==> src/rtl/bram_rd_arbiter.sv <==
// Purpose : round-robin arbiter sharing one BRAM read-controller bus among NUM_REQ requesters.
// Latency : request trig to o_bram_trig/o_bram_addr 1 cycle; done/data forwarded combinationally.
// Backpressure: one transaction in flight; losers keep trig high until granted; the owner must drop trig before re-arbitration.
//
// Ports:
//   i_clk, i_rst               clock, synchronous active-high reset
//   i_req_trig / i_req_addr    per-requester level trig and address slice k = [k*ADDR_W +: ADDR_W]
//   o_req_done / o_req_data    done pulse to the granted requester, read data broadcast to all
//   o_bram_addr / o_bram_trig  registered request towards the BRAM read controller
//   i_bram_data / i_bram_done  response from the BRAM read controller
//   o_grant / o_busy           one-hot owner (0 when idle), busy in BUSY or RELEASE
module bram_rd_arbiter #(
    parameter int NUM_REQ = 2,
    parameter int ADDR_W  = 13,
    parameter int DATA_W  = 32
) (
    input  logic                      i_clk,
    input  logic                      i_rst,
    input  logic [NUM_REQ-1:0]        i_req_trig,
    input  logic [NUM_REQ*ADDR_W-1:0] i_req_addr,
    output logic [NUM_REQ-1:0]        o_req_done,
    output logic [DATA_W-1:0]         o_req_data,
    output logic [ADDR_W-1:0]         o_bram_addr,
    output logic                      o_bram_trig,
    input  logic [DATA_W-1:0]         i_bram_data,
    input  logic                      i_bram_done,
    output logic [NUM_REQ-1:0]        o_grant,
    output logic                      o_busy
);

    localparam int IDX_W = (NUM_REQ > 2) ? 2 : 1;

    typedef enum logic [1:0] {
        ST_IDLE,
        ST_BUSY,
        ST_RELEASE
    } state_t;

    state_t           state;
    state_t           state_nxt;
    logic [IDX_W-1:0] ptr;
    logic [IDX_W-1:0] owner;
    logic [IDX_W-1:0] win;
    logic [IDX_W-1:0] cand;
    logic [IDX_W-1:0] ptr_after_owner;
    logic             found;
    int               idx;

    // Winner = first active trig scanning from ptr upwards, wrapping at NUM_REQ.
    always_comb begin
        win   = ptr;
        found = 1'b0;
        idx   = 0;
        cand  = '0;
        for (int i = 0; i < NUM_REQ; i++) begin
            idx  = (int'(ptr) + i) % NUM_REQ;
            cand = idx[IDX_W-1:0];
            if (!found && i_req_trig[cand]) begin
                found = 1'b1;
                win   = cand;
            end
        end
    end

    assign ptr_after_owner = (int'(owner) == NUM_REQ - 1) ? '0 : owner + 1'b1;

    // Next state. RELEASE waits for the owner to drop its trig so a trig that is
    // still high from the finished transaction is never granted a second time.
    always_comb begin
        state_nxt = state;
        case (state)
            ST_IDLE:    if (|i_req_trig)         state_nxt = ST_BUSY;
            ST_BUSY:    if (i_bram_done)         state_nxt = ST_RELEASE;
            ST_RELEASE: if (!i_req_trig[owner])  state_nxt = ST_IDLE;
            default:                             state_nxt = ST_IDLE;
        endcase
    end

    always_ff @(posedge i_clk) begin
        if (i_rst) begin
            state <= ST_IDLE;
        end else begin
            state <= state_nxt;
        end
    end

    always_ff @(posedge i_clk) begin
        if (i_rst) begin
            ptr         <= '0;
            owner       <= '0;
            o_bram_trig <= 1'b0;
            o_bram_addr <= '0;
            o_grant     <= '0;
        end else begin
            case (state)
                ST_IDLE: begin
                    if (|i_req_trig) begin
                        owner       <= win;
                        o_grant     <= {{(NUM_REQ-1){1'b0}}, 1'b1} << win;
                        o_bram_addr <= i_req_addr[win*ADDR_W +: ADDR_W];
                        o_bram_trig <= 1'b1;
                    end
                end
                ST_BUSY: begin
                    // Owner dropping trig here is not an abort: the bus stays held
                    // until the controller answers.
                    if (i_bram_done) begin
                        o_bram_trig <= 1'b0;
                        ptr         <= ptr_after_owner;
                    end
                end
                ST_RELEASE: begin
                    if (!i_req_trig[owner]) begin
                        o_grant <= '0;
                    end
                end
                default: begin
                    o_bram_trig <= 1'b0;
                    o_grant     <= '0;
                end
            endcase
        end
    end

    // Done goes only to the owner and only while a transaction is in flight;
    // stray controller dones in IDLE/RELEASE are dropped.
    assign o_req_done = (state == ST_BUSY && i_bram_done) ? o_grant : '0;
    assign o_req_data = i_bram_data;
    assign o_busy     = (state != ST_IDLE);

endmodule

==> config.mk <==
export PLATFORM = sky130hd
export DESIGN_NAME = bram_rd_arbiter
export DESIGN_NICKNAME = d
export VERILOG_FILES = /design/src/rtl/bram_rd_arbiter.sv
export SDC_FILE = /design/constraint.sdc
export NUM_CORES = 1
export LEC_CHECK = 0
export ABC_AREA = 1
export CORE_ASPECT_RATIO = 1.25
export CORE_MARGIN = 4
export CORE_UTILIZATION = 28
export DETAILED_ROUTE_END_ITERATION = 8
export HOLD_SLACK_MARGIN = 0.05
export PLACE_DENSITY = 0.77
export SETUP_SLACK_MARGIN = 0.3
export SLEW_MARGIN = 20
export SYNTH_ARGS = -nofsm -noshare
export SYNTH_HDL_FRONTEND = slang
export SYNTH_SLANG_ARGS = --single-unit
==> constraint.sdc <==
create_clock -name i_clk -period 1.1 [get_ports i_clk]
set_clock_uncertainty 0.05 [all_clocks]
set_input_delay 0.11 -clock i_clk [delete_from_list [all_inputs] [get_ports i_clk]]
set_output_delay 0.11 -clock i_clk [all_outputs]
set_load 0.1 [all_outputs]
# Word level (Yosys, flattened, before mapping)
# Index checks and enable logic that the tools add are counted.
[word_totals]
reg_bits = 20
in_bits = 63
out_inout_bits = 51
elab_cells = 51
[op_classes]
addsub = 2
multipliers = 1
order_cmp = 3
n_eq_ne = 5
shifts = 2
mux = 19
bitwise_logic = 2
reduce_logical = 11
[ops]
columns = ["operator", "n"]
rows = [
  ["indexed part select 26 x 6 -> 13 bit", 1],
  ["one-hot mux 2 bit (3 select lines)", 2],
  ["2-to-1 mux 1 bit", 11],
  ["2-to-1 mux 2 bit", 5],
  ["AND reduction 3 bit", 3],
  ["< comparator 1 x 2 -> 1 bit (second input constant)", 3],
  ["inequality test 2 bit (second input constant)", 3],
  ["multiplier 1 x 4 -> 5 bit (second input constant)", 1],
  ["AND reduction 2 bit", 2],
  ["one-hot mux 1 bit (3 select lines)", 1],
  ["adder 1 bit (second input constant)", 2],
  ["== test 2 x 1 -> 1 bit (second input constant)", 1],
  ["== test 2 bit (second input constant)", 1],
  ["logical AND 1 bit", 2],
  ["logical NOT 2 bit", 1],
  ["inverter 1 bit", 2],
  ["nonzero test 2 bit", 1],
  ["OR reduction 2 bit", 1],
  ["<< shifter 1 x 1 -> 2 bit (first input constant)", 1],
  ["logical NOT 1 bit", 1],
]

# Depth between registers and ports, before layout
# Gate-level depths: netlist of the first run.
[depth]
ltp_word = 9
ltp_mapped = 8
ltp_nobuf = 7

# Worst setup path after synthesis of the first run
# Ideal clock, no wire load.
[synth_path]
path_type = "register to output"
start = "reg o_grant[0]"
end = "out o_req_done[0]"
t_arrival_ps = 2330
t_required_ps = 940
path_slack_ps = -1390
stages_incl_launch_ff = 3
n_path_buf = 0
cell_sequence = "dfxtp_1 -> inv_1 -> nor2_1"
[synth_via]
elab_chain_len = 1
[synth_rtl]
columns = ["item", "line_no", "source"]
rows = [
  ["start, declared", "27", "output logic [NUM_REQ-1:0] o_grant,"],
  ["start signal, assigned", "99", "o_grant <= {{(NUM_REQ-1){1'b0}}, 1'b1} << win;"],
  ["2-to-1 mux 2 bit", "127", "assign o_req_done = (state == ST_BUSY && i_bram_done) ? o_grant : '0;"],
  ["end, declared", "21", "output logic [NUM_REQ-1:0] o_req_done,"],
]
# No other way between the ends.

# Worst setup path in the final report of the first run
[layout_path]
start = "reg state[0]"
end = "reg o_bram_addr[12]"
[layout_via]
elab_chain_len = 2
[layout_rtl]
columns = ["item", "line_no", "source"]
rows = [
  ["start, declared", "39", "state_t state;"],
  ["start signal, assigned", "83", "state <= state_nxt;"],
  ["logical NOT 2 bit", "95", "case (state)"],
  ["AND reduction 2 bit (no line)", "--", ""],
  ["end signal, assigned", "100", "o_bram_addr <= i_req_addr[win*ADDR_W +: ADDR_W];"],
  ["end, declared", "23", "output logic [ADDR_W-1:0] o_bram_addr,"],
]
# No other way between the ends.
# A chain may end at the register's enable or synchronous reset.

==> flow_summary.toml, run 1 <==
[critical_path]
critPathRequiredTime_ps = 1250
crit_chain = "buf_6 > nor2_4 > inv_8 > a21oi_4 > buf_4 > clkbuf_16 > nor2_1 > nor2_1 > nand2_1 > inv_1"
worst_setup_path_end_kind = "register"
critical_path_arrival_ps = 1560
crit_path_frequent_cell = "nor2_1"
start_kind = "register"
cp_max_fo = 10
worst-path-buf-inv = 5
critPathKind = "register to register"
max_stage_delay_ps = 340
crit_family = "buffers and inverters"
rrSetupSlack_ps = -310
critical-path-slowest-cell = "dfxtp_2"

[clocking]
tritoncts = "built"
cts_buffer_depth = 2
cts.root.buffer_cell = "clkbuf_8"
cts_sinks = 20
clkLatencyLatePin_ps = 260
cts_htree_levels = 1
clk_pin_slew_ps = 80
cts_hold_buf = 0
cts_inserted_buffers = 3

[floorplan]
core_um2 = 4390
die_h_um = 83.4
die_w_um = 68.3
start_util = 0.290
rows = 27
die_area_um2 = 5690
ioPinCount = 114

[outcome]
status = "complete, but fails checks"
violations = "negative setup slack"

[yosys]
synthDistinctLibCells = 17
syn-mean-instance-area_um2 = 6.56
syn-num-nets = 257
yosys_warnings = 0
ys_seq_elements = 20
synthCells = 194
netlist_area_um2 = 1270
ys_seq_area_frac = 0.315

[job]
drv_cap = 0

[power_and_ir_drop]
p_leak_nw = 1.01
p_per_area_nw_per_um2 = 1480
peakVddDrop_mv = 0.802

[drt]
drtPass1Iterations = 4
ant_nets = 0
post-route-drc-count = 0
initialDrtViolationCount = 24
vias_per_cell = 4.36
routedWlPerCell_um = 12.1
vias = 1261
routed_wl_um = 3490

[final_layout]
drive_gt1_frac = 0.420
antenna_cells = 0
area_delta_synth_final_pct = 72.6
most-common-layout-cells = "nand2_1 (34), clkdlybuf4s50_1 (30), nand3_1 (29)"
fin_area_um2 = 2200
final_common_cell = "nand2_1"
fin_cells = 289
final_net_count = 295

[sta]
hold_violations = 0
timing.fmax_mhz = 709
rsz0062_at_grt = "true"
drv_slew = 0
setup_tns_ps = -5450
report.final.setup_viol = 21
fin_crit_sh = 1.28
setup_slack_ps = -310
worst_slew_pin_slew_ps = 313
relSlewSlack = 0.791
fin_crit_ps = 1410

[place]
place_hpwl_um = 2540
gp_congestion = 0.740
placed_cells = 276
numPortBuffers = 49
post_dp_cell_area_um2 = 1930

[global_route]
antenna_found_initial = 0
grt.total_usage = 0.122
grt_max_degree = 21
grt_pass1_vias = 1231
grt_first_pass_wirelength_um = 5380
globalRoute.totalOverflow = 0

[worst_hold_path]
hold_class = "input port to primary output"
## metrics by stage
stage	hold slack [ps]	power, mW	worst slack [ps]	utilization
after global routing	170	3.41	-370	0.500
after floorplan	244	2.33	-176	-
final	170	3.26	-310	0.500
after global placement	171	2.35	-362	0.438
after detailed placement	171	2.36	-412	0.438
after CTS	171	3.14	-267	0.463
## area by class of cell
cell class	count	area (um^2)
Fill cell	433	2200
Tap cell	58	72.6
Clock inverter	1	30.0
Sequential cell	20	430
Timing Repair Buffer	73	931
Inverter	24	97.6
Multi-Input combinational cell	110	593
Clock buffer	3	41.3
## routing by layer
layer	track usage	vias to the layer above	wire, um
li1	-	636	-
met1	0.128	577	1290
met2	0.212	30	1860
met3	0.0244	18	215
met4	0.0741	0	119
met5	0	-	0
## synthesized netlist by cell type (all sizes together)
library cell / instances / share of area
nand2: 40 / 0.12
buf: 38 / 0.23
nor2: 31 / 0.093
nand3: 29 / 0.11
inv: 24 / 0.071
dfxtp: 20 / 0.31
a21oi: 7 / 0.030
clkbuf: 2 / 0.0059
a211oi: 1 / 0.0059
nand3b: 1 / 0.0059
o21ai: 1 / 0.013
## kinds of logic (layout without fill, tap and decap cells)
logic type / Yosys count / after routing / synth area share
DFF: 20 / 20 / 0.315
AOI/OAI and AO/OA: 9 / 9 / 0.0492
buffers and inverters: 64 / 101 / 0.303
and+or+nand+nor: 101 / 101 / 0.333
## timing repair
| item | 4_1_cts | 5_1_grt |
|---|---|---|
| endpoints found under the setup margin | 39 | 39 |
| endpoints found under the hold margin | 0 | 0 |
| buffers inserted | 4 | 3 |
| pin swaps | 3 | 9 |
| resized for setup | 2 | 28 |
| cloned | 0 | 2 |
## worst reg2reg max path, cell delays in order, from the launching register on
cell and delay (ps):
dfxtp_2 340, buf_6 110, nor2_4 170, inv_8 40
a21oi_4 120, buf_4 150, clkbuf_16 150, nor2_1 40
nor2_1 80, nand2_1 60, inv_1 40
## flip-flops by register name (all words and copies together) (netlist names)
register,cells
o_bram_addr,13
owner,1
o_grant,2
o_bram_trig,1
ptr,1
state,2
## power breakdown
part | internal (mW) | switching, mW
Clock | 0.485 | 0.251
Combinational | 0.682 | 0.925
Sequential | 0.822 | 0.0910
Total | 1.99 | 1.27
## worst paths after layout
kind	start	endpoint	cells past startpoint
max	state[0]$_SDFFE_PP0P_	o_bram_addr[12]$_SDFFE_PP0P_	10
min	i_bram_data[0]	o_req_data[0]	0
max reg2reg	state[0]$_SDFFE_PP0P_	o_bram_addr[12]$_SDFFE_PP0P_	10
min reg2reg	owner$_SDFFE_PP0P_	owner$_SDFFE_PP0P_	2
No activity file was read; power rests on OpenSTA's default activity.
==> run 2: changes to the inputs <==
--- a/config.mk
+++ b/config.mk
@@ -5,13 +5,14 @@
 export SDC_FILE = /design/constraint.sdc
 export NUM_CORES = 1
 export LEC_CHECK = 0
-export ABC_AREA = 1
+export CELL_PAD_IN_SITES_DETAIL_PLACEMENT = 1
+export CELL_PAD_IN_SITES_GLOBAL_PLACEMENT = 1
 export CORE_ASPECT_RATIO = 1.25
 export CORE_MARGIN = 4
-export CORE_UTILIZATION = 28
+export CORE_UTILIZATION = 19
 export DETAILED_ROUTE_END_ITERATION = 8
 export HOLD_SLACK_MARGIN = 0.05
-export PLACE_DENSITY = 0.77
+export PLACE_DENSITY_LB_ADDON = 0.1
 export SETUP_SLACK_MARGIN = 0.3
 export SLEW_MARGIN = 20
 export SYNTH_ARGS = -nofsm -noshare
==> run 2 against run 1 <==
Effect of this change: flip-flop and latch count unchanged; hold slack about the same; the flow still finishes with violations (negative setup slack); die area increased by 49%; maximum frequency about the same; combinational power increased by 25%; wire length increased by 64%; setup slack about the same; register-to-register slack about the same; non-clock buffer count increased by 32; highest routed layer unchanged; synthesized cell count decreased by 19%; critical path type is now register to primary output; power increased by 5.5%.
==> flow_summary.toml, run 2 <==
[final_layout]
largest_register_ff_count = 13
register_area_um2 = 445
largestRegisters = "o_bram_addr: 13 flops, o_grant: 2 flops, state: 2 flops"
n_fill_cell = 709
fin_area_um2 = 3060
drive_gt1_frac = 0.676
most-common-layout-cells = "buf_4 (33), clkdlybuf4s50_1 (28), a2111oi_4 (27)"
top_register = "o_bram_addr"
fin_cells = 306
area_delta_synth_final_pct = 129
antenna_cells = 0
multi_input_area_um2 = 1170
final_common_cell = "buf_4"
final_net_count = 284

[yosys]
yosys_warnings = 0
synth-edff-count = 0
ys_seq_elements = 20
synth_top_area_share = 0.299
async_reset_ff_frac = 0
ys_seq_area_frac = 0.299
syn-num-nets = 220
synthDistinctLibCells = 32
synth.most_common_cell = "buf_4"
synthCells = 157
synth_area_leader_cell = "dfxtp_1"
synth_common_cells = "buf_4 (33), dfxtp_1 (20), a2111oi_0 (18)"
syn-mean-instance-area_um2 = 8.54
synthFlopType = "dfxtp_1"
netlist_area_um2 = 1340
synth_area_leaders = "dfxtp_1 (30%), buf_4 (18%), a2111oi_0 (12%), nor4_1 (6.1%), a2111oi_1 (6.0%)"

[global_route]
use_met2 = 0.259
antenna_found_initial = 0
grt.total_usage = 0.136
grt_max_degree = 17
grt_busiest_layer = "met2"
globalRoute.totalOverflow = 0
globalRouteMet3Util = 0.0202
grt_pass1_vias = 1760
grt_first_pass_wirelength_um = 9110
grtUsageMet1 = 0.148

[critical_path]
critPathKind = "register to primary output"
r2r.worst_path.cells = 6
crit_chain = "nor2_4 > inv_6 > buf_12 > buf_6 > buf_12"
start_kind = "register"
crit_path_frequent_cell = "buf_12"
cp_max_fo = 4
critical-path-slowest-cell = "dfxtp_4"
regToRegEndpoint = "o_bram_addr[12]$_SDFFE_PP0P_"
critical_path_arrival_ps = 1250
max_stage_delay_ps = 370
r2r-start = "state[0]$_SDFFE_PP0P_"
critPathRequiredTime_ps = 940
worst_setup_path_end_kind = "primary output"
rrSetupSlack_ps = -300

[drt]
vias_per_cell = 4.81
initialDrtViolationCount = 33
vias = 1472
routedWlPerCell_um = 18.7
ant_nets = 0
post-route-drc-count = 0
drtPass1Iterations = 3
routed_wl_um = 5730

[place]
gp_congestion = 0.749
numPortBuffers = 49
place_hpwl_um = 4090
placed_cells = 282
post_dp_cell_area_um2 = 2530

[sta]
setup_slack_ps = -310
drv_slew = 0
hold_violations = 0
whs_ps = 170
timing.fmax_mhz = 709
fin_crit_sh = 1.28
report.final.setup_viol = 23
relSlewSlack = 0.775
rsz0062_at_grt = "true"
fin_crit_ps = 1410
worst_slew_pin_slew_ps = 337

[clocking]
cts_hold_buf = 0
clkLatencyLatePin_ps = 260
cts_htree_levels = 1
clk_pin_slew_ps = 90
cts_inserted_buffers = 3
tritoncts = "built"
cts.root.buffer_cell = "clkbuf_8"
cts_sinks = 20
cts_buffer_depth = 2

[worst_hold_path]
hp-start = "i_bram_data[26]"
hold_class = "input port to primary output"
hold_depth = 0
whs_endpoint = "o_req_data[26]"

[power_and_ir_drop]
peakVddDrop_mv = 0.442
p_leak_nw = 0.999
p_per_area_nw_per_um2 = 1120
p_total_mw = 3.44

[floorplan]
start_util = 0.200
core_um2 = 6690
rows = 33
die_w_um = 83.1
die_h_um = 102
ioPinCount = 114
die_area_um2 = 8470

[job]
drv_cap = 0

[outcome]
violations = "negative setup slack"
status = "complete, but fails checks"
## run 2: routing by layer
metal	wire, um	part of all wire
met5	0	0
met4	187	0.033
met1	2180	0.38
met3	186	0.032
met2	3170	0.55
## run 2: final cells by class
cell class | instances | area share
tap | 87 | 0.0355
timing repair buffer | 105 | 0.411
clock buffer | 3 | 0.0135
sequential | 20 | 0.145
inverter | 9 | 0.0135
multi-input combinational | 82 | 0.382
## run 2: cell families after synthesis
| kind of cell | Yosys count | share of synthesized area |
|---|---|---|
| flip-flops | 20 | 0.299 |
| buffers and inverters | 56 | 0.268 |
| AND/OR/NAND/NOR | 26 | 0.111 |
| AO/OA/AOI/OAI | 53 | 0.306 |
| multiplexers | 2 | 0.0159 |
## run 2: worst max-delay path by stage
stage / depth (start not counted) / endpoint / slack, ps / start
CTS: 7 / o_bram_addr[12]$_SDFFE_PP0P_ / -300 / state[1]$_SDFFE_PP0P_
floorplan: 2 / o_req_done[0] / -250 / state[1]$_SDFFE_PP0P_
detailed placement: 4 / o_bram_addr[1]$_SDFFE_PP0P_ / -590 / i_req_trig[0]
finish: 5 / o_busy / -310 / state[0]$_SDFFE_PP0P_
global placement: 4 / o_bram_addr[1]$_SDFFE_PP0P_ / -610 / i_req_trig[0]
global route: 6 / o_bram_addr[12]$_SDFFE_PP0P_ / -360 / state[0]$_SDFFE_PP0P_
## run 2: worst max-delay path: cells and delay by family, from the launching register on
kind,cells,cell delay (ps)
buf+inv,4,450
simple gates,1,160
flops,1,370
## run 2: timing repair
| item | CTS | global route |
|---|---|---|
| setup endpoints to repair | 39 | 39 |
| cloned | 1 | 0 |
| buffers inserted | 15 | 5 |
| gates resized for setup | 43 | 18 |
| pin swaps | 31 | 19 |
## run 2: power by group
group          leakage [nW]  switching, mW  internal (mW)
Sequential            0.174         0.0958          0.816
Combinational         0.803           1.12          0.888
Clock                0.0216          0.269          0.245
Total                 0.999           1.49           1.95
## run 2: through the flow
| stage | util | TNS (ps) | setup WS, ps |
|---|---|---|---|
| after floorplan | - | -3110 | -250 |
| after global placement | 0.378 | -9550 | -610 |
| after detailed placement | 0.378 | -10120 | -595 |
| after CTS | 0.437 | -5090 | -301 |
| final | 0.458 | -4950 | -310 |
| after global routing | 0.458 | -6580 | -360 |
